<file path="src/rtl/vga_pkg.sv">
// Shared types and default 640x480 timing for the VGA pattern generator.
package vga_pkg;

    typedef enum logic [2:0] {
        MODE_BLACK   = 3'd0,
        MODE_WHITE   = 3'd1,
        MODE_COLBARS = 3'd2,
        MODE_ROWBARS = 3'd3,
        MODE_COLGRID = 3'd4,
        MODE_ROWGRID = 3'd5,
        MODE_GREEN   = 3'd6,
        MODE_RED     = 3'd7
    } mode_t;

    localparam int unsigned DEF_H_ACTIVE = 640;
    localparam int unsigned DEF_H_FP     = 16;
    localparam int unsigned DEF_H_SYNC   = 96;
    localparam int unsigned DEF_H_BP     = 48;
    localparam int unsigned DEF_V_ACTIVE = 480;
    localparam int unsigned DEF_V_FP     = 10;
    localparam int unsigned DEF_V_SYNC   = 2;
    localparam int unsigned DEF_V_BP     = 33;

    localparam int unsigned CNT_W  = 10;
    localparam int unsigned CELL_W = 6;

    function automatic int unsigned calc_total(input int unsigned active,
                                               input int unsigned fp,
                                               input int unsigned sync,
                                               input int unsigned bp);
        return active + fp + sync + bp;
    endfunction

endpackage

</file>
<file path="src/rtl/vga_timing.sv">
// Stage-0 VGA timing: pixel/line counters, cell-grid counters and raw
// sync/active/frame_start/re decode.
module vga_timing
    import vga_pkg::*;
#(
    parameter int unsigned H_ACTIVE = DEF_H_ACTIVE,
    parameter int unsigned H_FP     = DEF_H_FP,
    parameter int unsigned H_SYNC   = DEF_H_SYNC,
    parameter int unsigned H_BP     = DEF_H_BP,
    parameter int unsigned V_ACTIVE = DEF_V_ACTIVE,
    parameter int unsigned V_FP     = DEF_V_FP,
    parameter int unsigned V_SYNC   = DEF_V_SYNC,
    parameter int unsigned V_BP     = DEF_V_BP,
    parameter int unsigned CELL     = 20
) (
    input  logic              clk,
    input  logic              reset_n,
    output logic [CNT_W-1:0]  col,
    output logic [CNT_W-1:0]  row,
    output logic [CELL_W-1:0] ccol,
    output logic [CELL_W-1:0] crow,
    output logic              hsync_c,
    output logic              vsync_c,
    output logic              active_c,
    output logic              frame_start,
    output logic              re
);

    localparam int unsigned H_TOTAL = calc_total(H_ACTIVE, H_FP, H_SYNC, H_BP);
    localparam int unsigned V_TOTAL = calc_total(V_ACTIVE, V_FP, V_SYNC, V_BP);

    localparam logic [CNT_W-1:0]  H_LAST     = CNT_W'(H_TOTAL - 1);
    localparam logic [CNT_W-1:0]  V_LAST     = CNT_W'(V_TOTAL - 1);
    localparam logic [CNT_W-1:0]  H_VIS      = CNT_W'(H_ACTIVE);
    localparam logic [CNT_W-1:0]  V_VIS      = CNT_W'(V_ACTIVE);
    localparam logic [CNT_W-1:0]  H_SS       = CNT_W'(H_ACTIVE + H_FP);
    localparam logic [CNT_W-1:0]  H_SE       = CNT_W'(H_ACTIVE + H_FP + H_SYNC);
    localparam logic [CNT_W-1:0]  V_SS       = CNT_W'(V_ACTIVE + V_FP);
    localparam logic [CNT_W-1:0]  V_SE       = CNT_W'(V_ACTIVE + V_FP + V_SYNC);
    localparam logic [CNT_W-1:0]  V_PRE_LAST = CNT_W'(V_ACTIVE - 1);
    localparam logic [CELL_W-1:0] CELL_LAST  = CELL_W'(CELL - 1);

    logic line_end;
    logic frame_end;

    assign line_end  = (col == H_LAST);
    assign frame_end = (row == V_LAST);

    // Pixel and line counters
    always_ff @(posedge clk or negedge reset_n) begin
        if (!reset_n) begin
            col <= '0;
            row <= '0;
        end else begin
            col <= line_end ? '0 : col + 1'b1;
            if (line_end) begin
                row <= frame_end ? '0 : row + 1'b1;
            end
        end
    end

    // Cell counters track col/row modulo CELL without a divider
    always_ff @(posedge clk or negedge reset_n) begin
        if (!reset_n) begin
            ccol <= '0;
            crow <= '0;
        end else begin
            if (line_end) begin
                ccol <= '0;
                if (frame_end || crow == CELL_LAST) begin
                    crow <= '0;
                end else begin
                    crow <= crow + 1'b1;
                end
            end else begin
                ccol <= (ccol == CELL_LAST) ? '0 : ccol + 1'b1;
            end
        end
    end

    assign hsync_c     = !((col >= H_SS) && (col < H_SE));
    assign vsync_c     = !((row >= V_SS) && (row < V_SE));
    assign active_c    = (col < H_VIS) && (row < V_VIS);
    assign frame_start = (col == '0) && (row == '0);
    // Prefetch strobe at the end of every line that precedes a visible line
    assign re          = line_end && ((row < V_PRE_LAST) || frame_end);

endmodule

</file>
<file path="src/rtl/vga_pattern_gen.sv">
// VGA test-pattern generator: timing, frame-synchronous mode switch and a
// one-clock registered colour/sync pipeline. Optional macro: VGA_BORDER_EN.
module vga_pattern_gen
    import vga_pkg::*;
#(
    parameter int unsigned H_ACTIVE = DEF_H_ACTIVE,
    parameter int unsigned H_FP     = DEF_H_FP,
    parameter int unsigned H_SYNC   = DEF_H_SYNC,
    parameter int unsigned H_BP     = DEF_H_BP,
    parameter int unsigned V_ACTIVE = DEF_V_ACTIVE,
    parameter int unsigned V_FP     = DEF_V_FP,
    parameter int unsigned V_SYNC   = DEF_V_SYNC,
    parameter int unsigned V_BP     = DEF_V_BP,
    parameter int unsigned COLOR_W  = 1,
    parameter int unsigned CELL     = 20
) (
    input  logic               clk,
    input  logic               reset_n,
    input  logic [2:0]         mode_in,
    input  logic               mode_valid,
    output logic [COLOR_W-1:0] r,
    output logic [COLOR_W-1:0] g,
    output logic [COLOR_W-1:0] b,
    output logic               hsync,
    output logic               vsync,
    output logic [CNT_W-1:0]   col,
    output logic [CNT_W-1:0]   row,
    output logic               active,
    output logic               frame_start,
    output logic               re
);

    logic [CELL_W-1:0] ccol;
    logic [CELL_W-1:0] crow;
    logic              hsync_c;
    logic              vsync_c;
    logic              active_c;
    mode_t             pend_mode;
    mode_t             cur_mode;
    mode_t             eff_mode_c;
    logic [2:0]        px_c;

    vga_timing #(
        .H_ACTIVE (H_ACTIVE),
        .H_FP     (H_FP),
        .H_SYNC   (H_SYNC),
        .H_BP     (H_BP),
        .V_ACTIVE (V_ACTIVE),
        .V_FP     (V_FP),
        .V_SYNC   (V_SYNC),
        .V_BP     (V_BP),
        .CELL     (CELL)
    ) u_timing (
        .clk         (clk),
        .reset_n     (reset_n),
        .col         (col),
        .row         (row),
        .ccol        (ccol),
        .crow        (crow),
        .hsync_c     (hsync_c),
        .vsync_c     (vsync_c),
        .active_c    (active_c),
        .frame_start (frame_start),
        .re          (re)
    );

    // Mode in force for this pixel; a strobe on frame_start takes effect at once
    always_comb begin
        eff_mode_c = cur_mode;
        if (frame_start) begin
            eff_mode_c = mode_valid ? mode_t'(mode_in) : pend_mode;
        end
    end

    always_ff @(posedge clk or negedge reset_n) begin
        if (!reset_n) begin
            pend_mode <= MODE_BLACK;
            cur_mode  <= MODE_BLACK;
        end else begin
            if (mode_valid) begin
                pend_mode <= mode_t'(mode_in);
            end
            cur_mode <= eff_mode_c;
        end
    end

`ifdef VGA_BORDER_EN
    localparam logic [CNT_W-1:0] H_VIS_LAST = CNT_W'(H_ACTIVE - 1);
    localparam logic [CNT_W-1:0] V_VIS_LAST = CNT_W'(V_ACTIVE - 1);
`endif

    // Pattern colour as {r,g,b} single bits
    always_comb begin
        px_c = 3'b000;
        case (eff_mode_c)
            MODE_BLACK:   px_c = 3'b000;
            MODE_WHITE:   px_c = 3'b111;
            MODE_COLBARS: px_c = col[2:0];
            MODE_ROWBARS: px_c = row[2:0];
            MODE_COLGRID: px_c = {3{ccol == '0}};
            MODE_ROWGRID: px_c = {3{crow == '0}};
            MODE_GREEN:   px_c = 3'b010;
            MODE_RED:     px_c = 3'b100;
            default:      px_c = 3'b000;
        endcase
`ifdef VGA_BORDER_EN
        if ((col == '0) || (col == H_VIS_LAST) || (row == '0) || (row == V_VIS_LAST)) begin
            px_c = 3'b111;
        end
`endif
        if (!active_c) begin
            px_c = 3'b000;
        end
    end

    always_ff @(posedge clk or negedge reset_n) begin
        if (!reset_n) begin
            r      <= '0;
            g      <= '0;
            b      <= '0;
            hsync  <= 1'b1;
            vsync  <= 1'b1;
            active <= 1'b0;
        end else begin
            r      <= {COLOR_W{px_c[2]}};
            g      <= {COLOR_W{px_c[1]}};
            b      <= {COLOR_W{px_c[0]}};
            hsync  <= hsync_c;
            vsync  <= vsync_c;
            active <= active_c;
        end
    end

endmodule

</file>
<file path="config.mk">
export PLATFORM = sky130hd
export DESIGN_NAME = vga_pattern_gen
export DESIGN_NICKNAME = d
export VERILOG_FILES = /design/src/rtl/vga_pkg.sv /design/src/rtl/vga_timing.sv /design/src/rtl/vga_pattern_gen.sv
export SDC_FILE = /design/constraint.sdc
export NUM_CORES = 1
export LEC_CHECK = 0
export CORE_ASPECT_RATIO = 1.1
export CORE_MARGIN = 1
export CORE_UTILIZATION = 49
export DETAILED_ROUTE_END_ITERATION = 10
export PLACE_DENSITY = 0.81
export RECOVER_POWER = 100
export SLEW_MARGIN = 20
export SYNTH_ARGS = -nofsm -noshare
export SYNTH_HDL_FRONTEND = slang
export SYNTH_SLANG_ARGS = --single-unit
</file>
<file path="constraint.sdc">
create_clock -name clk -period 2.4 [get_ports clk]
set_clock_uncertainty 0.05 [all_clocks]
set_input_delay 0.48 -clock clk [delete_from_list [all_inputs] [get_ports clk]]
set_output_delay 0.48 -clock clk [all_outputs]
set_load 0.02 [all_outputs]
</file>
# Word level (Yosys, flattened, before mapping)
# Cells that the tools add are included.
# totals
regBits,44
latchBits,0
mem_bits_rw,0
mem_bits_ro,0
out_inout_bits,28
word_cells,57
mem_count,0
# classes
addsub,4
multipliers,0
n_div,0
order_cmp,7
eq_ne,11
n_shift,0
muxes,9
bitwise,0
reduce_logical,14
# op_table
operator,count
less-than comparator 10 x 9 -> 1 bit (second input constant),3
case mux 3 bit (8 select lines),1
adder 10 x 1 -> 10 bit (second input constant),2
equality test 10 bit (second input constant),2
zero test 10 bit,2
less-than comparator 10 bit (second input constant),2
2-to-1 mux 10 bit,2
2-to-1 mux 6 bit,3
adder 6 x 1 -> 6 bit (second input constant),2
equality test 3 bit (second input constant),4
equality test 6 x 5 -> 1 bit (second input constant),2
zero test 6 bit,2
greater-or-equal comparator 10 bit (second input constant),1
greater-or-equal comparator 10 x 9 -> 1 bit (second input constant),1
2-to-1 mux 3 bit,3
equality test 3 x 2 -> 1 bit (second input constant),2
logical AND 1 bit,5
equality test 3 x 1 -> 1 bit (second input constant),1
zero test 3 bit,1
zero test 1 bit,2
logical OR 1 bit,2

# Depth between registers and ports, before layout
# Gate-level depths: netlist of the first run.
# depth
ltp_word,6
mapped_depth,8

# By module
# A second synthesis of the first run with hierarchy kept.
# hier_totals
hier_cells,219
area_unflattened_um2,2268.4
# modules_own_cells
module,n_inst,cells_per_inst,area_each_um2,seq_area_each_um2
vga_timing,1,178,1732.9,800.8
vga_pattern_gen,1,41,535.5,302.8

# Least setup slack after synthesis of the first run
# Ideal clock, no wire load.
# synth_timing
kind,register -> output
from,register u_timing.row[1]
to,output port re
arrival_ns,2.235
t_required_ns,1.870
path_slack_ns,-0.365
path_stages_with_launch,7
path_buffers,0
cell_sequence,dfrtp_1 inv_1 ha_1 or4b_4 nor4_1 nor2_1 nor2_1
# synth_between
elab_chain_len,3
word_cells_on_any_way,4
cone_classes,order compare: 1; eq/ne: 1; reduce/logical: 2
# synth_rtl
item,line,source
"start, declared",vga_timing.sv:19,"output logic [CNT_W-1:0] row,"
"start signal, assigned",vga_timing.sv:57,row <= frame_end ? '0 : row + 1'b1;
less-than comparator 10 x 9 -> 1 bit or equality test 10 bit (tied branches),"vga_timing.sv:86, vga_timing.sv:47",
logical OR 1 bit *,vga_timing.sv:86,assign re = line_end && ((row < V_PRE_LAST) || frame_end);
logical AND 1 bit *,vga_timing.sv:86,
"end, declared",vga_pattern_gen.sv:30,output logic re
# Mark *: on every way between the ends. The rest lies on a longest branch, timed or not.

# Worst setup path in the final report of the first run
# layout_timing
from,register u_timing.row[1]
to,register r
# layout_between
elab_chain_len,6
word_cells_on_any_way,15
cone_classes,order compare: 1; eq/ne: 7; mux: 3; reduce/logical: 4
# layout_rtl
item,line,source
zero test 10 bit,vga_timing.sv:84,assign frame_start = (col == '0) && (row == '0);
logical AND 1 bit,vga_timing.sv:84,
2-to-1 mux 3 bit,vga_pattern_gen.sv:70,if (frame_start) begin
equality test 3 bit (tied with other cells),vga_pattern_gen.sv:95,case (eff_mode_c)
case mux 3 bit (8 select lines),vga_pattern_gen.sv:95,
2-to-1 mux 3 bit *,vga_pattern_gen.sv:111,if (!active_c) begin
net px_c[2],vga_pattern_gen.sv:41,logic [2:0] px_c;
"end signal, assigned",vga_pattern_gen.sv:125,r <= {COLOR_W{px_c[2]}};
"end, declared",vga_pattern_gen.sv:21,"output logic [COLOR_W-1:0] r,"
# The timed path passes the listed nets; every way through them passes the cells marked *.
# A chain may end at the register's enable or synchronous reset.

==> results of run 1 <==
## synth_stat cells
library cell	count	area, µm²
nor2_1	19	71.3
a2bb2oi_2	1	15.0
nand3_1	21	105
o41ai_1	1	8.76
or3_4	2	22.5
clkbuf_1	9	33.8
nor2_4	1	11.3
a21oi_1	7	35.0
a21o_1	3	22.5
or2_2	1	6.26
dfstp_2	2	52.6
inv_1	11	41.3
ha_1	8	100
mux2i_1	4	40.0
or4b_2	1	10.0
dfrtp_1	42	1050
mux2_2	3	33.8
a41oi_1	2	17.5
nand2_1	26	97.6
nand4_1	3	18.8
and3_1	5	31.3
mux2_4	1	15.0
and4_2	1	10.0
nor3_1	18	90.1
a41o_1	1	10.0
nand2b_1	1	6.26
nor2b_1	2	12.5
and2_1	3	18.8
nor4_1	2	12.5
or4b_4	1	13.8
nor4b_1	1	8.76
o21ai_0	18	90.1
nand3b_1	1	7.51
xor2_1	10	87.6
o22ai_1	4	25.0
xnor2_1	4	35.0
o31ai_1	3	22.5
and4_1	1	8.76
o32ai_2	1	16.3
## stage by stage
stage	hold WS [ns]	cells	power (mW)
2_1_floorplan	0.134	245	0.815
3_3_place_gp	0.419	360	0.861
3_5_place_dp	0.423	360	0.864
4_1_cts	0.104	371	1.34
5_1_grt	0.419	371	1.38
6_report	0.326	371	1.33
## layout make-up
type / count / area, µm² / share of cell area (%)
repair buffers: 73 / 607 / 19.6
well taps: 54 / 67.6 / 2.18
clock buffers: 8 / 90.1 / 2.91
multi-input cells: 181 / 1180 / 38.3
inverters: 11 / 41.3 / 1.33
flip-flops and latches: 44 / 1110 / 35.7
## critical path: stages, from the launching register on
cell,delay (ns)
dfrtp_2,0.42
inv_2,0.08
ha_4,0.11
or4b_4,0.47
or3_4,0.37
buf_6,0.14
nor2_4,0.12
buf_6,0.12
mux2i_4,0.22
nand4_1,0.21
o22ai_1,0.25
## timing repair
item / in CTS / in global routing
setup buffers: 3 / 0
gates cloned: 0 / 0
resized for setup: 17 / 2
hold buffers: 0 / 0
pin swaps: 2 / 3
endpoints found under the setup margin: 5 / 6
## metal layers
metal	global-route usage (%)	vias to the layer above	part of all wire, %
met1	31.1	999	42
met3	4.60	7	6.4
met5	0	-	0
li1	-	1004	-
met2	41.8	80	50
met4	7.57	0	1.3
## registers in the layout, summed over array words and instances (netlist names)
signal,count
u_timing.crow,6
r,1
u_timing.ccol,6
u_timing.col,10
pend_mode,3
b,1
hsync,1
u_timing.row,10
vsync,1
cur_mode,3
g,1
active,1
## worst max-delay path by stage
stage,startpoint,end,slack [ns],depth (start not counted)
after global routing,u_timing.row[1]$_DFFE_PN0N_,r$_DFF_PN0_,-0.32,10
after global placement,u_timing.row[1]$_DFFE_PN0N_,frame_start,-0.30,6
final,u_timing.row[1]$_DFFE_PN0N_,r$_DFF_PN0_,-0.25,10
after detailed placement,u_timing.row[1]$_DFFE_PN0N_,frame_start,-0.32,6
after floorplan,u_timing.row[1]$_DFFE_PN0N_,b$_DFF_PN0_,-0.11,8
after CTS,u_timing.row[1]$_DFFE_PN0N_,frame_start,-0.19,6
## power by group
group	total (mW)	internal (mW)	switching [mW]
clock	0.480	0.235	0.245
combinational	0.0915	0.0415	0.0501
sequential	0.759	0.754	0.00491
## kinds of logic after synthesis
group           count (synthesis)
simple gates                  110
compound gates                 41
flops                          44
buf+inv                        20
mux                             8
xor+xnor                       14
fa+ha+maj                       8
==> flow_summary.yaml, run 1 <==
outcome:
  status: "complete, but fails checks"
  failed_checks: "negative setup slack"
cts:
  cts_buffers: 5
  clockRootBuffer: "clkbuf_8"
  cts_buffer_depth: 2
  clock_sinks: 44
  path_clk_slew_ns: 0.08
  cts_tree: "built"
  clk_latency_ns: 0.30
  ctsHtreeMaxLevel: 2
sta:
  grt_setup_unrepaired: "true"
  hold_viol: 0
  tns_ns: -1.08
  worst_slew_pin_slew_ns: 1.13
  maxSlewHeadroom_pct: 24.9
  min_period_ns: 2.65
  max_freq_ghz: 0.377
  setup_viol: 5
  fin_crit_sh_pct: 111
  slew_viol_final: 0
  fin_ws_ns: -0.252
finish:
  layout.nets: 330
  final_cell_mix: "dfrtp_1, buf_4, dlygate4sd3_1"
  areaGrowthSynthToFinish_pct: 33.7
  num_antenna_cells: 0
  fill_cells: 351
  drive_gt1_share_pct: 20.5
  final_common_cell: "dfrtp_1"
  fin_util_pct: 70.2
  fin_area_mm2: 0.00310
critical_path:
  reg2reg_to: "r$_DFF_PN0_"
  r2r_start: "u_timing.row[1]$_DFFE_PN0N_"
  crit_type: "flop to flop"
  rrSetupSlack_ns: -0.25
  crit_path_end_kind: "flop"
  worstPathRequired_ns: 2.56
  worstPathArrival_ns: 2.81
  critPathLaunchType: "flop"
  critPathMaxFanout: 4
  worst_r2r_path_depth: 10
logic_synthesis:
  synth_seq_cells: 44
  synth_top_family_by_area: "simple AND/OR/NAND/NOR gates"
  synth_seq_area_share_pct: 47.6
  synth_fa_ha_area_share_pct: 4.32
  netlist_instances: 245
  synthesis.area_mm2: 0.00232
  ys_warn_count: 0
  synth_compound_area_share_pct: 11.3
  syn_avg_cell_area_um2: 9.45
  yosys.cell_types.count: 39
  synth_fp_nets: 259
  synth_xor_area_share_pct: 5.29
  muxShareOfSynthArea_pct: 3.84
  synth-simple-area-share_pct: 24.3
job:
  drv_cap: 0
drt:
  antenna_left: 0
  drt-initial-drc-count: 226
  vias_per_cell: 5.63
  drtPass1Iterations: 4
  wl_per_cell_um: 15.0
  drc: 0
  wirelength_mm: 5.55
  num_vias: 2090
global_route:
  antenna_found_initial: 0
  grtUsageTotal_pct: 24.5
  grt_pass1_vias: 1996
  grt_pass1_wl_mm: 9.11
  grt_max_degree: 25
  grt_overflow: 0
floorplanning:
  die_area_mm2: 0.00501
  num_rows: 25
  die_x_um: 67.6
  start_util_pct: 52.5
  die_h_um: 74.1
  design.core.area_mm2: 0.00441
  ios: 34
placement:
  gp_congestion: 0.875
  postPlaceCellArea_mm2: 0.00298
  place_ws_ns: -0.316
  dp_hpwl_mm: 3.97
  io_buffer_count: 33
power_and_ir_drop:
  ir_worst_vdd_uv: 318
  power.leakage_nw: 1.43
  p_per_area_mw_per_mm2: 430
worst_hold_path:
  min_path_type: "input port to async pin"
Power figures use the tool's default switching activity.
==> run 2, diff against run 1 <==
- CELL_PAD_IN_SITES_DETAIL_PLACEMENT: unset -> 1
- CELL_PAD_IN_SITES_GLOBAL_PLACEMENT: unset -> 1
- CORE_UTILIZATION: 49 -> 37
- CTS_CLUSTER_SIZE: unset -> 16
- PLACE_DENSITY: 0.81 -> 0.8
==> run 2 against run 1 <==
  * The flow still finishes with violations (negative setup slack)
  * Maximum frequency is 0.18% higher
  * Critical path depth unchanged
  * Global-route usage shrank 2.0 points
  * Register-to-register slack hardly changed
  * Highest routed layer unchanged
  * Cell area up 3.5%
  * Clock power rose by 33%
  * Sequential share of layout area shrank 1.2 points
  * Combinational power decreased by 0.9%
  * Hold slack better by 0.060 ns
  * Power is 12% higher
  * First-iteration DRC count shrank 57%
  * Non-clock buffer count up 2
  * Critical endpoint is now g$_DFF_PN0_
==> flow_summary.yaml, run 2 (synthesized netlist as in run 1, its figures left out) <==
global_route:
  grt_pass1_wl_mm: 11.4
  antenna_found_initial: 0
  grt_max_degree: 45
  grtUsageTotal_pct: 22.5
  grt_overflow: 0
  grt_pass1_vias: 2273
drt:
  drt-initial-drc-count: 97
  antenna_left: 0
  wirelength_mm: 6.79
  num_vias: 2134
  wl_per_cell_um: 17.1
  drtPass1Iterations: 4
  drc: 0
  vias_per_cell: 5.39
finish:
  fill_cells: 671
  layout.nets: 332
  fin_util_pct: 54.2
  fin_area_mm2: 0.00321
  num_antenna_cells: 0
  drive_gt1_share_pct: 23.2
  final_common_cell: "dfrtp_1"
  final_cell_mix: "dfrtp_1, buf_4, dlygate4sd3_1"
  top_regs: "u_timing.col x10, u_timing.row x10"
  areaGrowthSynthToFinish_pct: 38.4
critical_path:
  worstPathCellList: "inv_2, ha_4, or4b_4, or3_4, buf_6, nor3_1, buf_4, o21ai_0, mux2i_1, o22ai_1"
  crit_path_max_incr_delay_ns: 0.46
  critPathLaunchType: "flop"
  worstPathRequired_ns: 2.53
  crit_type: "flop to flop"
  crit_path_end_kind: "flop"
  critPathMaxFanout: 4
  cp_slowest_cell: "or4b_4"
  worstPathArrival_ns: 2.78
power_and_ir_drop:
  ir_worst_vdd_uv: 203
  p_per_area_mw_per_mm2: 464
  intPower_mw: 1.16
  power.share.clock_pct: 42.8
  seqPwrFrac_pct: 51.1
  switching_share_pct: 21.8
  power.total_mw: 1.49
  power.leakage_nw: 1.46
  power.switching_mw: 0.324
  p_comb_share_pct: 6.1
placement:
  io_buffer_count: 33
  dp_hpwl_mm: 4.68
  gp_congestion: 0.901
  postPlaceCellArea_mm2: 0.00302
sta:
  slew_viol_final: 0
  fin_ws_ns: -0.248
  min_period_ns: 2.65
  maxSlewHeadroom_pct: 27.1
  worst_slew_pin_slew_ns: 1.09
  setup_viol: 6
  max_freq_ghz: 0.378
  hold_viol: 0
  grt_setup_unrepaired: "true"
  fin_crit_sh_pct: 110
floorplanning:
  ios: 34
  design.core.area_mm2: 0.00591
  die_area_mm2: 0.00658
  die_x_um: 77.4
  die_h_um: 85.0
  num_rows: 29
  start_util_pct: 39.2
cts:
  cts_tree: "built"
  ctsHtreeMaxLevel: 2
  cts_buffer_depth: 2
  clock_sinks: 44
  path_clk_slew_ns: 0.09
  cts_buffers: 5
  clk_latency_ns: 0.31
  clockRootBuffer: "clkbuf_8"
  cts_hold_repair.buffers: 0
outcome:
  failed_checks: "negative setup slack"
  status: "complete, but fails checks"
job:
  drv_cap: 0
worst_hold_path:
  min_path_type: "input port to async pin"
-- run 2: what timing repair did --
action,in CTS,in global routing
resized for setup,21,2
hold endpoints to repair,0,0
buffers inserted,3,1
gates cloned,0,0
endpoints found under the setup margin,5,13
pin swaps,8,6
-- run 2: layer usage --
layer | wire, µm | up-vias | GRT usage [%]
li1 | - | 1010 | -
met5 | 0 | - | 0
met3 | 216 | 14 | 3.66
met4 | 187 | 0 | 9.61
met2 | 3390 | 48 | 38.7
met1 | 2990 | 1062 | 27.9
-- run 2: worst paths after layout --
kind	endpoint	from	slack [ns]	depth (start not counted)
min reg2reg	u_timing.ccol[0]$_DFF_PN0_	u_timing.ccol[0]$_DFF_PN0_	0.44	1
min	u_timing.col[5]$_DFF_PN0_	reset_n	0.39	2
max in group asynchronous	u_timing.row[1]$_DFFE_PN0N_	reset_n	1.16	2
max reg2reg	g$_DFF_PN0_	u_timing.row[1]$_DFFE_PN0N_	-0.25	10
min in group clk	u_timing.ccol[0]$_DFF_PN0_	u_timing.ccol[0]$_DFF_PN0_	0.44	1
max	g$_DFF_PN0_	u_timing.row[1]$_DFFE_PN0N_	-0.25	10
-- run 2: cell type report --
type | instances | area, µm² | share of cell area (%)
clock buffer | 7 | 96.3 | 3.01
clock inverter | 1 | 30.0 | 0.937
inverter | 11 | 41.3 | 1.29
multi-input combinational | 181 | 1210 | 37.7
sequential | 44 | 1110 | 34.5
tap | 77 | 96.3 | 3.01
timing repair buffer | 75 | 626 | 19.5
-- run 2: power by group through the flow --
stage / registers, mW / logic (mW) / clock network [mW]
after floorplan: 0.779 / 0.0359 / 0
after detailed placement: 0.774 / 0.0902 / 0
after global placement: 0.774 / 0.0884 / 0
after CTS: 0.760 / 0.0955 / 0.644
after global routing: 0.761 / 0.0992 / 0.672
final: 0.759 / 0.0907 / 0.637
-- run 2: through the flow --
| stage | setup TNS, ns | instances | hold WS (ns) | setup slack, ns |
|---|---|---|---|---|
| after floorplan | -0.426 | 245 | 0.134 | -0.112 |
| after global placement | -1.05 | 384 | 0.422 | -0.299 |
| after detailed placement | -1.40 | 384 | 0.429 | -0.364 |
| after CTS | -1.12 | 395 | 0.0947 | -0.286 |
| after global routing | -1.96 | 396 | 0.459 | -0.334 |
| final | -1.17 | 396 | 0.386 | -0.248 |
-- run 2: critical path, delay by kind of cell (launching register included) --
family                     cells  cell delay, ns
DFF                            1            0.41
and+or+nand+nor                3            1.13
muxes                          1            0.20
adders and majority gates      1            0.13
buffers and inverters          3            0.42
AOI/OAI and AO/OA              2            0.19
==> run 3, diff against run 2 <==
- CORE_UTILIZATION: 37 -> 41
- PLACE_DENSITY: 0.8 -> unset
- PLACE_DENSITY_LB_ADDON: unset -> 0.2
- SLEW_MARGIN: 20 -> unset
- clock period: 2.4 -> 3 ns (I/O delays scaled with it)
==> run 3 against run 2 <==
  * The flow finishes with violations (max-capacitance violations, max-slew violations)
  * Die area is 9.5% lower
  * Register-to-register slack gained 0.49 ns
  * Combinational power down 33%
  * Count of clock-buffer cells in the layout grew 1
  * Cell area shrank 9.4%
  * First-iteration DRC count is 51% lower
==> flow_summary.yaml, run 3 (synthesized netlist as in run 1, its figures left out) <==
outcome:
  status: "complete, but fails checks"
  failed_checks: "max-capacitance violations, max-slew violations"
cts:
  cts_buffer_depth: 2
  ctsHtreeMaxLevel: 2
  clock_sinks: 44
  postCtsSetupBuffers: 0
  clk_latency_ns: 0.30
  cts_buffers: 5
  cts_tree: "built"
  path_clk_slew_ns: 0.08
  clockRootBuffer: "clkbuf_8"
drt:
  vias_per_cell: 5.40
  num_vias: 1983
  drt-initial-drc-count: 48
  wirelength_mm: 5.90
  drc: 0
  drtPass1Iterations: 4
  wl_per_cell_um: 16.1
  antenna_left: 0
finish:
  final_common_cell: "dfrtp_1"
  fill_cells: 651
  top_regs: "u_timing.col x10, u_timing.row x10"
  areaGrowthSynthToFinish_pct: 25.4
  stdcell_count: 367
  final_cell_mix: "dfrtp_1, nand2_1, dlygate4sd3_1"
  num_antenna_cells: 0
  multi_input_area_mm2: 0.00114
  layout.nets: 305
  regArea_mm2: 0.00110
  drive_gt1_share_pct: 12.0
  fin_area_mm2: 0.00291
critical_path:
  critPathLaunchType: "flop"
  rrSetupSlack_ns: 0.24
  critPathMaxFanout: 3
  crit_type: "flop to output port"
  reg2reg_to: "r$_DFF_PN0_"
  worst_r2r_path_depth: 9
  crit_start: "u_timing.row[1]$_DFFE_PN0N_"
  r2r_start: "u_timing.row[1]$_DFFE_PN0N_"
  worstPathRequired_ns: 2.35
  crit_end: "re"
  worstPathArrival_ns: 2.21
  crit_path_end_kind: "output port"
sta:
  slew_viol_final: 45
  timing.hold.ws_ns: 0.447
  setup_viol: 0
  fin_ws_ns: 0.140
  fin_crit_sh_pct: 95.3
  worst_slew_pin_slew_ns: 2.34
  grt_setup_unrepaired: "true"
  min_period_ns: 2.86
  maxSlewHeadroom_pct: -56.0
  max_freq_ghz: 0.350
  hold_viol: 0
placement:
  io_buffer_count: 33
  place_ws_ns: 0.0472
  placed_cells: 359
  gp_congestion: 0.793
  dp_hpwl_mm: 4.46
  postPlaceCellArea_mm2: 0.00281
floorplanning:
  die_area_mm2: 0.00595
  die_h_um: 80.8
  die_x_um: 73.7
  num_rows: 28
  start_util_pct: 42.9
  ios: 34
  design.core.area_mm2: 0.00540
power_and_ir_drop:
  intPower_mw: 0.838
  p_per_area_mw_per_mm2: 370
  power.share.clock_pct: 37.9
  power.switching_mw: 0.238
  ir_worst_vdd_uv: 251
  power.leakage_nw: 1.31
  p_comb_share_pct: 5.7
  seqPwrFrac_pct: 56.5
  power.total_mw: 1.08
  switching_share_pct: 22.1
global_route:
  grt_pass1_wl_mm: 10.0
  grt_max_degree: 45
  grtUsageTotal_pct: 22.6
  grt_overflow: 0
  antenna_found_initial: 0
  grt_pass1_vias: 2035
worst_hold_path:
  min_path_type: "flop to flop"
job:
  drv_cap: 1
[run 3: cell types whose count changed in the layout (fill, tap and decap cells not counted), moves of 2 or more]
cell / before / now
dfrtp_2: 2 / 0
clkbuf_4: 2 / 0
inv_1: 9 / 11
inv_2: 2 / 0
buf_4: 33 / 13
mux2i_4: 2 / 0
nor3_1: 16 / 18
mux2_2: 3 / 1
mux2i_1: 1 / 4
buf_6: 3 / 0
mux2_1: 0 / 2
dfrtp_1: 40 / 42
[run 3: cell type report]
type / count / area share (%)
inverter: 11 / 1.42
clock buffer: 8 / 3.45
multi-input combinational: 181 / 39.4
sequential: 44 / 38.0
tap: 75 / 3.23
timing repair buffer: 48 / 14.6
[run 3: how the worst min path moves through the flow]
stage                                    start  cells after the start  slack (ns)                         end
finish                  pend_mode[1]$_DFF_PN0_                      1        0.45      pend_mode[1]$_DFF_PN0_
global route            pend_mode[1]$_DFF_PN0_                      1        0.46      pend_mode[1]$_DFF_PN0_
CTS                                    reset_n                      1        0.43  u_timing.ccol[0]$_DFF_PN0_
detailed placement      pend_mode[1]$_DFF_PN0_                      1        0.44      pend_mode[1]$_DFF_PN0_
global placement    u_timing.ccol[0]$_DFF_PN0_                      1        0.43  u_timing.ccol[0]$_DFF_PN0_
floorplan                              reset_n                      0        0.25            active$_DFF_PN0_
[run 3: metal layers]
layer	vias to the layer above	wire length, µm	track usage, %
met5	-	0	0
met4	0	101	8.46
met3	8	136	3.97
met2	25	3060	39.4
met1	999	2600	27.8
li1	951	-	-
[run 3: worst max-delay path, stage by stage, from the launching register on]
cell and delay, ns:
dfrtp_1 0.39, inv_1 0.08, ha_1 0.16, or4b_4 0.48, nor4_2 0.30, nor2_1 0.09, nor2_1 0.09, dlygate4sd2_1 0.33
[run 3: stage by stage]
| stage | TNS (ns) | util [%] |
|---|---|---|
| final | 0 | 53.8 |
| after global routing | -0.0703 | 53.8 |
| after CTS | 0 | 54.1 |
| after detailed placement | 0 | 52.2 |
| after global placement | 0 | 52.2 |
| after floorplan | 0 | - |
[run 3: timing repair]
action | 4_1_cts | 5_1_grt
pin swaps | 0 | 0
resized for setup | 4 | 2
hold buffers | 0 | 0
endpoints found under the setup margin | 2 | 2
[run 3: power groups by stage]
stage | clock, mW | sequential, mW | combinational [mW]
finish | 0.407 | 0.607 | 0.0608
global route | 0.448 | 0.609 | 0.0676
CTS | 0.430 | 0.608 | 0.0648
detailed placement | 0 | 0.620 | 0.0646
global placement | 0 | 0.619 | 0.0632
floorplan | 0 | 0.623 | 0.0280
